--- src/rtl/mix_uart_pkg.sv ---
// Shared definitions for the MIX console UART path (receiver now, transmitter later).
// Latency: n/a (types and constants only).
// Backpressure: n/a.
package mix_uart_pkg;

   localparam int unsigned CLKS_PER_BIT_DEFAULT = 288;

   typedef enum logic [2:0] {
      ST_IDLE,
      ST_START,
      ST_DATA,
      ST_STOP,
      ST_WAIT_IDLE
   } rx_state_t;

   localparam logic [5:0] MIX_SPACE  = 6'd0;
   localparam logic [5:0] MIX_LF     = 6'd10;
   localparam logic [5:0] MIX_CR     = 6'd20;
   localparam logic [5:0] MIX_BEL    = 6'd21;
   localparam logic [5:0] MIX_DIGIT0 = 6'd30;

endpackage

--- src/rtl/ascii_to_mix.sv ---
// Maps an 8-bit ASCII byte to the 6-bit MIX character code; lowercase folds onto uppercase.
// Latency: purely combinational.
// Backpressure: none; bytes without a MIX glyph give code 0 with unmapped set.
module ascii_to_mix
   import mix_uart_pkg::*;
(
   input  logic [7:0] ascii,
   output logic [5:0] code,
   output logic       unmapped
);

   logic [7:0] upper;

   // fold 'a'..'z' onto 'A'..'Z' so the table only lists uppercase
   always_comb begin
      upper = ascii;
      if (ascii >= 8'h61 && ascii <= 8'h7A) begin
         upper = ascii - 8'h20;
      end
   end

   // MIX table; letter runs are offset from the low six ASCII bits
   always_comb begin
      code     = MIX_SPACE;
      unmapped = 1'b0;
      case (upper) inside
         8'h20:         code = MIX_SPACE;
         [8'h41:8'h49]: code = upper[5:0];            // 'A'..'I' -> 1..9
         8'h0A:         code = MIX_LF;
         [8'h4A:8'h52]: code = upper[5:0] + 6'd1;     // 'J'..'R' -> 11..19
         8'h0D:         code = MIX_CR;
         8'h07:         code = MIX_BEL;
         [8'h53:8'h5A]: code = upper[5:0] + 6'd3;     // 'S'..'Z' -> 22..29
         [8'h30:8'h39]: code = upper[5:0] - 6'h30 + MIX_DIGIT0;
         8'h2E:         code = 6'd40;                 // .
         8'h2C:         code = 6'd41;                 // ,
         8'h28:         code = 6'd42;                 // (
         8'h29:         code = 6'd43;                 // )
         8'h2B:         code = 6'd44;                 // +
         8'h2D:         code = 6'd45;                 // -
         8'h2A:         code = 6'd46;                 // *
         8'h2F:         code = 6'd47;                 // /
         8'h3D:         code = 6'd48;                 // =
         8'h24:         code = 6'd49;                 // $
         8'h3C:         code = 6'd50;                 // <
         8'h3E:         code = 6'd51;                 // >
         8'h40:         code = 6'd52;                 // @
         8'h3B:         code = 6'd53;                 // ;
         8'h3A:         code = 6'd54;                 // :
         8'h27:         code = 6'd55;                 // '
         default: begin
            code     = MIX_SPACE;
            unmapped = 1'b1;
         end
      endcase
   end

endmodule

--- src/rtl/uart_rx_mix.sv ---
// Receives 8N1 UART frames on rx, translates each byte to a MIX code and holds it in a one-entry buffer.
// Latency: 2 sync + CLKS_PER_BIT/2 + 9*CLKS_PER_BIT + 1 clocks from the rx falling edge to valid.
// Backpressure: valid/ready; a character arriving while the buffer is held full is dropped and overrun pulses.
module uart_rx_mix
   import mix_uart_pkg::*;
#(
   parameter int unsigned CLKS_PER_BIT = CLKS_PER_BIT_DEFAULT
) (
   input  logic       clk,
   input  logic       resetn,
   input  logic       rx,
   output logic [5:0] data,
   output logic       valid,
   input  logic       ready,
   output logic       code_err,
   output logic       frame_err,
   output logic       overrun
);

   localparam logic [15:0] HALF_CNT = 16'(CLKS_PER_BIT / 2);
   localparam logic [15:0] LAST_CNT = 16'(CLKS_PER_BIT - 1);

   logic        rx_meta;
   logic        rxs;
   rx_state_t   state;
   logic [15:0] baud_cnt;
   logic [2:0]  bit_idx;
   logic [7:0]  shreg;
   logic [5:0]  dec_code;
   logic        dec_unmapped;

   // two-flop synchroniser; resets to the idle-high line level
   always_ff @(posedge clk or negedge resetn) begin
      if (!resetn) begin
         rx_meta <= 1'b1;
         rxs     <= 1'b1;
      end else begin
         rx_meta <= rx;
         rxs     <= rx_meta;
      end
   end

   // decode is taken straight off the shift register; it is only used once all 8 bits are in
   ascii_to_mix u_dec (
      .ascii    (shreg),
      .code     (dec_code),
      .unmapped (dec_unmapped)
   );

   // frame FSM with baud/bit counters, shift register and the registered output buffer
   always_ff @(posedge clk or negedge resetn) begin
      if (!resetn) begin
         state     <= ST_IDLE;
         baud_cnt  <= 16'd0;
         bit_idx   <= 3'd0;
         shreg     <= 8'd0;
         data      <= 6'd0;
         valid     <= 1'b0;
         code_err  <= 1'b0;
         frame_err <= 1'b0;
         overrun   <= 1'b0;
      end else begin
         frame_err <= 1'b0;
         overrun   <= 1'b0;
         if (valid && ready) begin
            valid <= 1'b0;
         end

         case (state)
            ST_IDLE: begin
               if (!rxs) begin
                  baud_cnt <= 16'd0;
                  state    <= ST_START;
               end
            end

            ST_START: begin
               if (baud_cnt == HALF_CNT) begin
                  baud_cnt <= 16'd0;
                  if (!rxs) begin
                     bit_idx <= 3'd0;
                     state   <= ST_DATA;
                  end else begin
                     // start bit did not survive to mid-bit: line glitch
                     state <= ST_IDLE;
                  end
               end else begin
                  baud_cnt <= baud_cnt + 16'd1;
               end
            end

            ST_DATA: begin
               if (baud_cnt == LAST_CNT) begin
                  baud_cnt <= 16'd0;
                  shreg    <= {rxs, shreg[7:1]};
                  if (bit_idx == 3'd7) begin
                     state <= ST_STOP;
                  end else begin
                     bit_idx <= bit_idx + 3'd1;
                  end
               end else begin
                  baud_cnt <= baud_cnt + 16'd1;
               end
            end

            ST_STOP: begin
               if (baud_cnt == LAST_CNT) begin
                  baud_cnt <= 16'd0;
                  if (rxs) begin
                     state <= ST_IDLE;
                     // a slot frees up if the consumer drains the buffer this same cycle
                     if (!valid || ready) begin
                        valid    <= 1'b1;
                        data     <= dec_code;
                        code_err <= dec_unmapped;
                     end else begin
                        overrun <= 1'b1;
                     end
                  end else begin
                     frame_err <= 1'b1;
                     state     <= ST_WAIT_IDLE;
                  end
               end else begin
                  baud_cnt <= baud_cnt + 16'd1;
               end
            end

            ST_WAIT_IDLE: begin
               if (rxs) begin
                  state <= ST_IDLE;
               end
            end

            default: state <= ST_IDLE;
         endcase
      end
   end

endmodule

--- config.mk ---
export PLATFORM = sky130hd
export DESIGN_NAME = uart_rx_mix
export DESIGN_NICKNAME = d
export VERILOG_FILES = /design/src/rtl/mix_uart_pkg.sv /design/src/rtl/ascii_to_mix.sv /design/src/rtl/uart_rx_mix.sv
export SDC_FILE = /design/constraint.sdc
export NUM_CORES = 1
export LEC_CHECK = 0
export ABC_AREA = 1
export CAP_MARGIN = 20
export CORE_MARGIN = 2
export CORE_UTILIZATION = 49
export DETAILED_ROUTE_END_ITERATION = 8
export PLACE_DENSITY = 0.67
export REMOVE_ABC_BUFFERS = 1
export SETUP_SLACK_MARGIN = 0.5
export SKIP_LAST_GASP = 1
export SLEW_MARGIN = 15
export SYNTH_ARGS = -nofsm -noshare
export SYNTH_HDL_FRONTEND = slang
export SYNTH_SLANG_ARGS = --single-unit
--- constraint.sdc ---
create_clock -name clk -period 3.64 [get_ports clk]
set_clock_uncertainty 0.05 [all_clocks]
set_input_delay 0.728 -clock clk [delete_from_list [all_inputs] [get_ports clk]]
set_output_delay 0.728 -clock clk [all_outputs]
set_load 0.03 [all_outputs]
# Word level (Yosys, flattened, before mapping)
# Cells that the tools add are included.
dict set report word_totals {
  out_inout_bits 10
  ff_bits 42
}
dict set report classes {
  n_reduce_logical 17
  n_eq_ne 35
  muxes 79
  magnitude_cmp 10
  n_addsub 7
}
# op count
set op_table {}
lappend op_table {{$mux W6} 24}
lappend op_table {{$eq A8 B6 Y1 const B} 16}
lappend op_table {{$mux W16} 3}
lappend op_table {{$pmux W16 S3} 1}
lappend op_table {{$mux W1} 36}
lappend op_table {{$mux W3} 11}
lappend op_table {{$ge A8 B7 Y1 const B} 4}
lappend op_table {{$le A8 B7 Y1 const B} 4}
lappend op_table {{$add A16 B1 Y16 const B} 1}
lappend op_table {{$eq A16 B8 Y1 const B} 1}
lappend op_table {{$eq A16 B9 Y1 const B} 1}
lappend op_table {{$eq A8 B4 Y1 const B} 2}
lappend op_table {{$ne A2 B2 Y1 const B} 8}
lappend op_table {{$pmux W3 S5} 1}
lappend op_table {{$eq A8 B3 Y1 const B} 1}
lappend op_table {{$eq A8 B7 Y1 const B} 1}
lappend op_table {{$ge A8 B6 Y1 const B} 1}
lappend op_table {{$le A8 B6 Y1 const B} 1}
lappend op_table {{$mux W8} 1}
lappend op_table {{$sub A8 B6 Y8 const B} 1}
lappend op_table {{$add A6 B1 Y6 const B} 1}
lappend op_table {{$add A6 B2 Y6 const B} 1}
lappend op_table {{$add A6 B5 Y6 const B} 1}
lappend op_table {{$eq A3 B2 Y1 const B} 2}
lappend op_table {{17 further kinds} 24}

# Longest topological paths before layout
dict set report logic_depth {
  depth_word 28
  ltp_mapped 24
}

# By module
# Synthesis repeated with hierarchy kept, for this count alone.
dict set report unflattened {
  cells_unflattened 503
  area_unflattened_um2 3368.2
}
# module cells_per_inst n_inst area_per_inst_um2 seq_area_each_um2
set by_module_without_submodules {}
lappend by_module_without_submodules {uart_rx_mix 278 1 2194.6 1053.5}
lappend by_module_without_submodules {ascii_to_mix 225 1 1173.6 0.0}

# Least setup slack after synthesis
# No wires, ideal clock.
dict set report synth_path {
  path_kind {reg-to-reg}
  start {register shreg[1]}
  end {register data[1]}
  n_path_buf 0
  setup_slack_ps 1099
  setup_ps 117
  arrival_ps 2373
  path_stages_with_launch 22
  synth_period_minus_slack_ps 2541
  t_required_ps 3473
  path_cell_list {dfrtp_1 inv_1 ha_1 inv_1 nor2_1 nand3_2 nand4_1 nand2_2 nor2_4 nand2_2 nor2_4 nand3_2 nand2_1 a21oi_1 o21ai_1 nand3_1 nand3_1 nand2_1 nand2_1 nand3_1 nand2_1 nand2_1}
}
dict set report synth_between {
  elab_chain_len 28
  word_cells_on_any_way 65
  classes_between {add/sub: 5; order compare: 10; eq/ne: 20; mux: 25; reduce/logical: 5}
}
# element line_no
set synth_lines {}
lappend synth_lines {{from (decl)} uart_rx_mix.sv:28} ;# logic [7:0] shreg;
lappend synth_lines {{from (signal assigned)} uart_rx_mix.sv:95} ;# shreg <= {rxs, shreg[7:1]};
lappend synth_lines {{$ge A8 B7 Y1 or $le A8 B7 Y1 (tied branches)} ascii_to_mix.sv:17} ;# if (ascii >= 8'h61 && ascii <= 8'h7A) begin
lappend synth_lines {{$logic_and A1 B1 Y1} ascii_to_mix.sv:17}
lappend synth_lines {{$mux W8 *} ascii_to_mix.sv:17}
lappend synth_lines {{$eq A8 B6 Y1 (no line)} -}
lappend synth_lines {{$mux W6 (23 in series)} ascii_to_mix.sv:26} ;# case (upper) inside
lappend synth_lines {{$mux W6 *} ascii_to_mix.sv:26}
lappend synth_lines {{to (signal assigned)} uart_rx_mix.sv:114} ;# data <= dec_code;
lappend synth_lines {{to (decl)} uart_rx_mix.sv:12} ;# output logic [5:0] data,
# Every way passes the cells marked *; elsewhere a longest branch is shown, timed or not.
# A chain may end at the register's enable or synchronous reset.

# Worst setup path after layout
dict set report layout_path {
  start {register shreg[0]}
  end {register data[1]}
}
# The elaborated chain is that of the path after synthesis.

==> key figures <==
Hold path
  • HP Class: reg -> reg
  • WHS Path Cells: 0
  • Hold EP: rxs
  • Hold path start: rx_meta

Logic synthesis
  • Synth Flop Type: dfrtp_1
  • Syn avg cell area: 6.949 um^2
  • Seq/Total Area, Yosys: 0.3414
  • Area of the mapped netlist: 0.003085 mm^2
  • Largest family of logic cells by synthesized area: simple AND/OR/NAND/NOR gates
  • Post-synthesis xor/xnor area fraction: 0.01703
  • Syn Inst Count: approximately 440
  • Compound-Gate Fraction of Synth Area: 0.1326
  • Mux contribution to synthesized area: 0
  • Post-synthesis simple-gate area fraction: 0.3625
  • Synth cell types: 40
  • Ys Warns: 0
  • Synth async-reset ratio: 1.000
  • Seq cells post-synth: 42
  • Number of synthesized flops with an enable pin: 0
  • Adder-Cell Fraction of Synth Area: 0.05677

Pwr
  • Power density over the cells: 226.6 mW/mm^2
  • Maximum vdd drop: 0.0001873 V
  • Leak: 1.670 nW

Critical path
  • CP startpoint: shreg[0]
  • CP Cell Sequence: inv_4, ha_1, nand3_1, nand3_2, nand3_2, nand2_1, nand2_1, nor2_4, nand2_2, nor2_4, nand3_2, nand2_1, a21oi_1, o21ai_1, nand3_1, nand3_1, nand2_1, nand2_1, nand3_1, nand2_1, nand2_1
  • Worst EP arrival: 2.99 ns
  • Required @ worst endpoint: 3.78 ns
  • R2R depth: 21
  • CP max stage delay: 0.48 ns
  • WP buf/inv: 1
  • Cell mode on critical path: nand2_1
  • FF-to-FF Start: shreg[0]
  • Reg2reg end: data[1]
  • CP endpoint kind: flip-flop
  • Setup slack, reg-to-reg: around 0.78 ns
  • CP top delay family: simple AND/OR/NAND/NOR gates
  • Crit path max fanout: 8
  • Critical Path Stages: 21
  • Startpoint Class: flip-flop
  • WS Path Type: reg -> reg
  • CP max-delay cell: dfrtp_2

Route
  • WL final: 8.292 mm
  • Met1 wire length: 3.876 mm
  • DR WL met2: 3.816 mm
  • Wirelength per Cell: 15.27 um
  • Total number of vias: about 3.1k
  • DRT antenna net count: 0
  • Vias per cell: between 5 and 6
  • # DRC: 0
  • 1st-iter DRT viols: 263
  • Metal3 WL: 459 um
  • DR top layer: met4
  • First drt pass iteration count: 7

Floorplanning
  • Core area: 0.005991 mm^2
  • FP Rows: 28
  • Initial Utilization: 0.5150
  • Die extent in x: 83.35 um
  • Die Y: 83.35 um
  • Ports: 14
  • DIE AREA: between 0.006 and 0.007 mm^2

STA
  • RSZ-0062 raised after global routing: false
  • Setup_tns: 0 ns
  • Final max-slew violation count: 0
  • Slew Limit Headroom: 0.3769
  • Min cycle time layout: 2.857 ns
  • Final period utilization: 0.7849
  • F_max: 350.0 MHz
  • Slew @ Worst Pin: 0.9347 ns
  • Fin worst setup slack: a little under 0.8 ns
  • Hold Slack: approximately 0.31 ns
  • Final Hold Viols: 0
  • Setup violations, final: 0

Clocking
  • Total CTS buffers: 5
  • Htree depth: 2
  • # hold bufs at CTS: 0
  • Clk pin slew, worst setup/hold paths: 0.08 ns
  • Clock Latency Late Sink: 0.30 ns
  • CTS tree: done
  • CTS sink cnt: 42
  • Clk root buf: clkbuf_8
  • CTS Buffer Depth: 2

GRT
  • Gr usage total: 0.2479
  • Maximum number of pins on one net before global-route repair: 43
  • Total gr overflow: 0
  • Initial antenna violation count: 0
  • Number of global-route vias before repair: ~2.9k
  • First-pass GRT wire length: roughly 14 mm

Cells and area
  • ANT cells: 0
  • Layout net count: ~490
  • Layout cells sized above 1: 0.1132
  • Most frequent cells in the layout: 96 x nand2_1, 59 x inv_1, 50 x nor2_1, 41 x nand3_1, 36 x dfrtp_1
  • Commonest non-fill, non-tap cell in the layout: nand2_1
  • Synth-to-Final Area Change: 11.84%

Placed design
  • Placement Setup Slack: around 0.46 ns
  • Dpl hpwl: 6.212 mm
  • Routability Congestion: around 1.0
  • I/O Buffers: 13

Run status
  • Status: finished, final reports clean

Job
  • Max-cap violations: 0
synth_stat cells, types with 4 or more instances:
library cell | count | share of area
nor2_1 | 52 | 0.063
nand2_1 | 96 | 0.12
ha_1 | 14 | 0.057
nand2_2 | 6 | 0.012
nand4_1 | 9 | 0.018
inv_1 | 61 | 0.074
nand3_1 | 41 | 0.067
a21oi_1 | 15 | 0.024
nor3_1 | 21 | 0.034
nand3_2 | 5 | 0.016
o21ai_0 | 21 | 0.034
inv_2 | 5 | 0.0061
nor4_1 | 5 | 0.010
dfrtp_1 | 40 | 0.32
o22ai_1 | 4 | 0.0081
o21ai_1 | 6 | 0.0097
xor2_1 | 6 | 0.017
kinds of logic (layout without fill, tap and decap cells):
family / after synthesis / after routing
adder cells (fa/ha/maj): 14 / 14
AND/OR/NAND/NOR: 245 / 245
flip-flops: 42 / 42
AO/OA/AOI/OAI: 66 / 66
buffers and inverters: 71 / 95
XOR/XNOR: 6 / 6
worst register-to-register path, cell delays in order (launching register included):
cell and delay [ns]:
dfrtp_2 0.48, inv_4 0.12, ha_1 0.21, nand3_1 0.16, nand3_2 0.13, nand3_2 0.12
nand2_1 0.08, nand2_1 0.08, nor2_4 0.18, nand2_2 0.13, nor2_4 0.18, nand3_2 0.12
nand2_1 0.09, a21oi_1 0.04, o21ai_1 0.12, nand3_1 0.09, nand3_1 0.08, nand2_1 0.06
nand2_1 0.06, nand3_1 0.07, nand2_1 0.07, nand2_1 0.05
flip-flops by register name, summed over array words and instances, names as in the netlist:
signal     flops
frame_err      1
shreg          8
rxs            1
baud_cnt      16
valid          1
bit_idx        3
code_err       1
rx_meta        1
data           6
overrun        1
state          3
through the flow:
stage	util	power, mW	std cells	area, um^2
3_3_place_gp	0.5468	0.4920	527	3276
2_1_floorplan	-	0.4795	439	3057
3_5_place_dp	0.5468	0.4922	527	3276
4_1_cts	0.5612	0.7934	535	3362
6_report	0.5760	0.7819	543	3451
5_1_grt	0.5760	0.8091	543	3451
cell type report:
class	count	area, um^2
flip-flops and latches	42	1059
repair buffers	21	185.2
well taps	75	93.84
inverters	66	252.7
clock inverters	2	13.76
clock buffers	6	72.57
multi-input cells	331	1774
fillers	569	2540
layer usage:
layer / GRT usage / up-vias
met2: 0.3849 / 131
met1: 0.3605 / 1422
met3: 0.03280 / 17
li1: - / 1523
met4: 0.07303 / 0
met5: 0 / -
worst max path at each step:
stage	endpoint	slack (ns)
floorplan	data[1]	1.09
global placement	data[2]	0.48
detailed placement	data[2]	0.46
CTS	data[2]	0.52
global route	data[2]	0.48
finish	data[1]	0.78
repair_timing:
action                                  4_1_cts  5_1_grt
endpoints found under the setup margin        2        7
pin swaps                                     0        2
gates resized for setup                       1       12
setup buffers                                 0        8
power breakdown:
part | leakage (nW) | switching, mW | total, mW | internal [mW]
registers | 0.558 | 0.00107 | 0.469 | 0.468
clock network | 0.0452 | 0.164 | 0.300 | 0.135
logic | 1.07 | 0.0102 | 0.0129 | 0.00271
total | 1.67 | 0.176 | 0.782 | 0.606
Note: power is estimated with default switching activity, not from simulation.
==> RTL edit, RTL diff (config.mk and constraints unchanged) <==
Encoding of `rx_state_t`: now one-hot (5 bits for 5 states).
--- a/src/rtl/mix_uart_pkg.sv
+++ b/src/rtl/mix_uart_pkg.sv
@@ -6,10 +6,10 @@
    localparam int unsigned CLKS_PER_BIT_DEFAULT = 288;
 
-   typedef enum logic [2:0] {
-      ST_IDLE,
-      ST_START,
-      ST_DATA,
-      ST_STOP,
-      ST_WAIT_IDLE
+   typedef enum logic [4:0] {
+      ST_IDLE      = 5'b00001,
+      ST_START     = 5'b00010,
+      ST_DATA      = 5'b00100,
+      ST_STOP      = 5'b01000,
+      ST_WAIT_IDLE = 5'b10000
    } rx_state_t;
 
Check against the original RTL: same outputs for any inputs over 10 cycles, from zero or initial values and one cycle with resetn low; not proved beyond that.
==> RTL edit against the unedited design <==
  * Sequential cell count grew 2
  * Worst hold slack lost 0.056 ns
  * Die area grew 5.1%
  * Critical path depth shrank 2
  * Area after synthesis grew 5.4%
  * Cell area grew 5.9%
  * Wire length shrank 5.5%
  * Critical endpoint is now data[3]$_DFFE_PN0P_
  * Setup slack lost 0.041 ns
  * Largest cell class unchanged
  * Utilization shrank 0.35 points
  * Non-clock buffer count shrank 4
Power is not compared: it rests on default switching activity, and its combinational part moved more than twofold at a synthesized area within 25%.
==> RTL edit: results <==
group,metric,value,unit
placed_design,hpwl,5.93,mm
flow_run,drv_cap,0,
run_status,status,"completed",
clock_network,cts_buffers,5,
logic_synthesis,synthFlopType,"dfrtp_1",
final_layout,nets,494,
power,power_clock,511,uW
global_route,grt_start_max_net_pins,45,
global_route,grt_pass1_vias,3021,
final_layout,drive_gt1_share,13.0,%
power,p_switching,454,uW
power,pg_comb,357,uW
logic_synthesis,synth_cell_types,42,
global_route,antenna_found_initial,0,
timing,relSlewSlack,46.8,%
final_layout,num_antenna_cells,0,
clock_network,post-cts-setup-buffers,0,
critical_path,path_max_fanout,14,
worst_hold_path,hp-class,"in2async",
placed_design,post-place-ws,0.556,ns
route,wl,7.84,mm
power,comb_power_share,25.2,%
route,first_pass_iters,4,
clock_network,root_buffer,"clkbuf_8",
route,drtIter0Drc,158,
clock_network,post_cts_resized,0,
clock_network,h-tree-depth,2,
clock_network,clk_latency,0.29,ns
logic_synthesis,synth.avg_cell_area,7.13,sq um
power,leakage,0.00166,uW
logic_synthesis,seq_area_frac_synth,34.0,%
placed_design,placed_area,3440,sq um
final_layout,fill_cells,608,
logic_synthesis,synthArstFlopShare,100,%
critical_path,worst_ep_arrival_time,3.04,ns
logic_synthesis,synth_common_cells,"95 x nand2_1, 68 x inv_1, 48 x nor2_1, 41 x dfrtp_1, 29 x nand3_1",
route,vias,3061,
placed_design,dp_cells,541,
final_layout,largestRegisters,"baud_cnt x16, shreg x8, data x6",
placed_design,gp_congestion,1.02,
clock_network,cts_buffer_depth,2,
power,irDropWorstVdd,310,uV
logic_synthesis,netlist_top_cells_area,"dfrtp_1 32%, nand2_1 11%, inv_1 7.8%, ha_1 5.8%, nor2_1 5.5%",
global_route,grt_usage,23.0,%
route,drt-wirelength-per-cell,14.2,um
final_layout,final_util,57.2,%
logic_synthesis,yosysWarnings,0,
global_route,grt_pass1_wl,13.7,mm
[RTL edit: worst max-delay path, stage by stage, from the launching register on]
cell,delay (ns)
dfrtp_1,0.69
nand2_2,0.23
nand2_2,0.16
nand3_2,0.11
nand3_2,0.13
nand2_1,0.07
nand2_2,0.13
nor2_8,0.06
nand2_2,0.07
inv_2,0.05
nand2_2,0.14
nand2_2,0.08
nor3_2,0.18
nand2_1,0.12
o21ai_1,0.10
nand2_1,0.06
a31oi_1,0.16
o21ai_1,0.08
nand2_1,0.06
nand2_1,0.05
[RTL edit: logic make-up after synthesis]
logic type / synth area share, %
xor+xnor: 1.08
compound gates: 14.3
simple gates: 34.9
buf+inv: 9.97
flops: 34.0
fa+ha+maj: 5.77
[RTL edit: path summary, 6_finish.rpt]
check	cells after the start	start	slack, ns	endpoint
worst min-delay path	1	resetn	0.25	baud_cnt[9]$_DFFE_PN0P_
worst max register to register	19	shreg[3]$_DFFE_PN0P_	0.74	data[3]$_DFFE_PN0P_
max in group asynchronous	2	resetn	2.75	state[0]$_DFFE_PN1P_
worst max-delay path	19	shreg[3]$_DFFE_PN0P_	0.74	data[3]$_DFFE_PN0P_
worst min register to register	0	rx_meta$_DFF_PN1_	0.31	rxs$_DFF_PN1_
min in group clk	0	rx_meta$_DFF_PN1_	0.31	rxs$_DFF_PN1_
[RTL edit: routing by layer]
layer	GRT usage (%)	wire (um)
met2	39.1	3840
met5	0	0
met3	3.50	277
met1	29.0	3480
met4	10.2	239
[RTL edit: final cells by class]
type / count / area share [%]
Multi-Input combinational cell: 329 / 49.9
Sequential cell: 44 / 30.3
Inverter: 78 / 8.21
Timing Repair Buffer: 17 / 4.59
Tap cell: 77 / 2.64
Clock inverter: 3 / 2.46
Clock buffer: 5 / 1.88
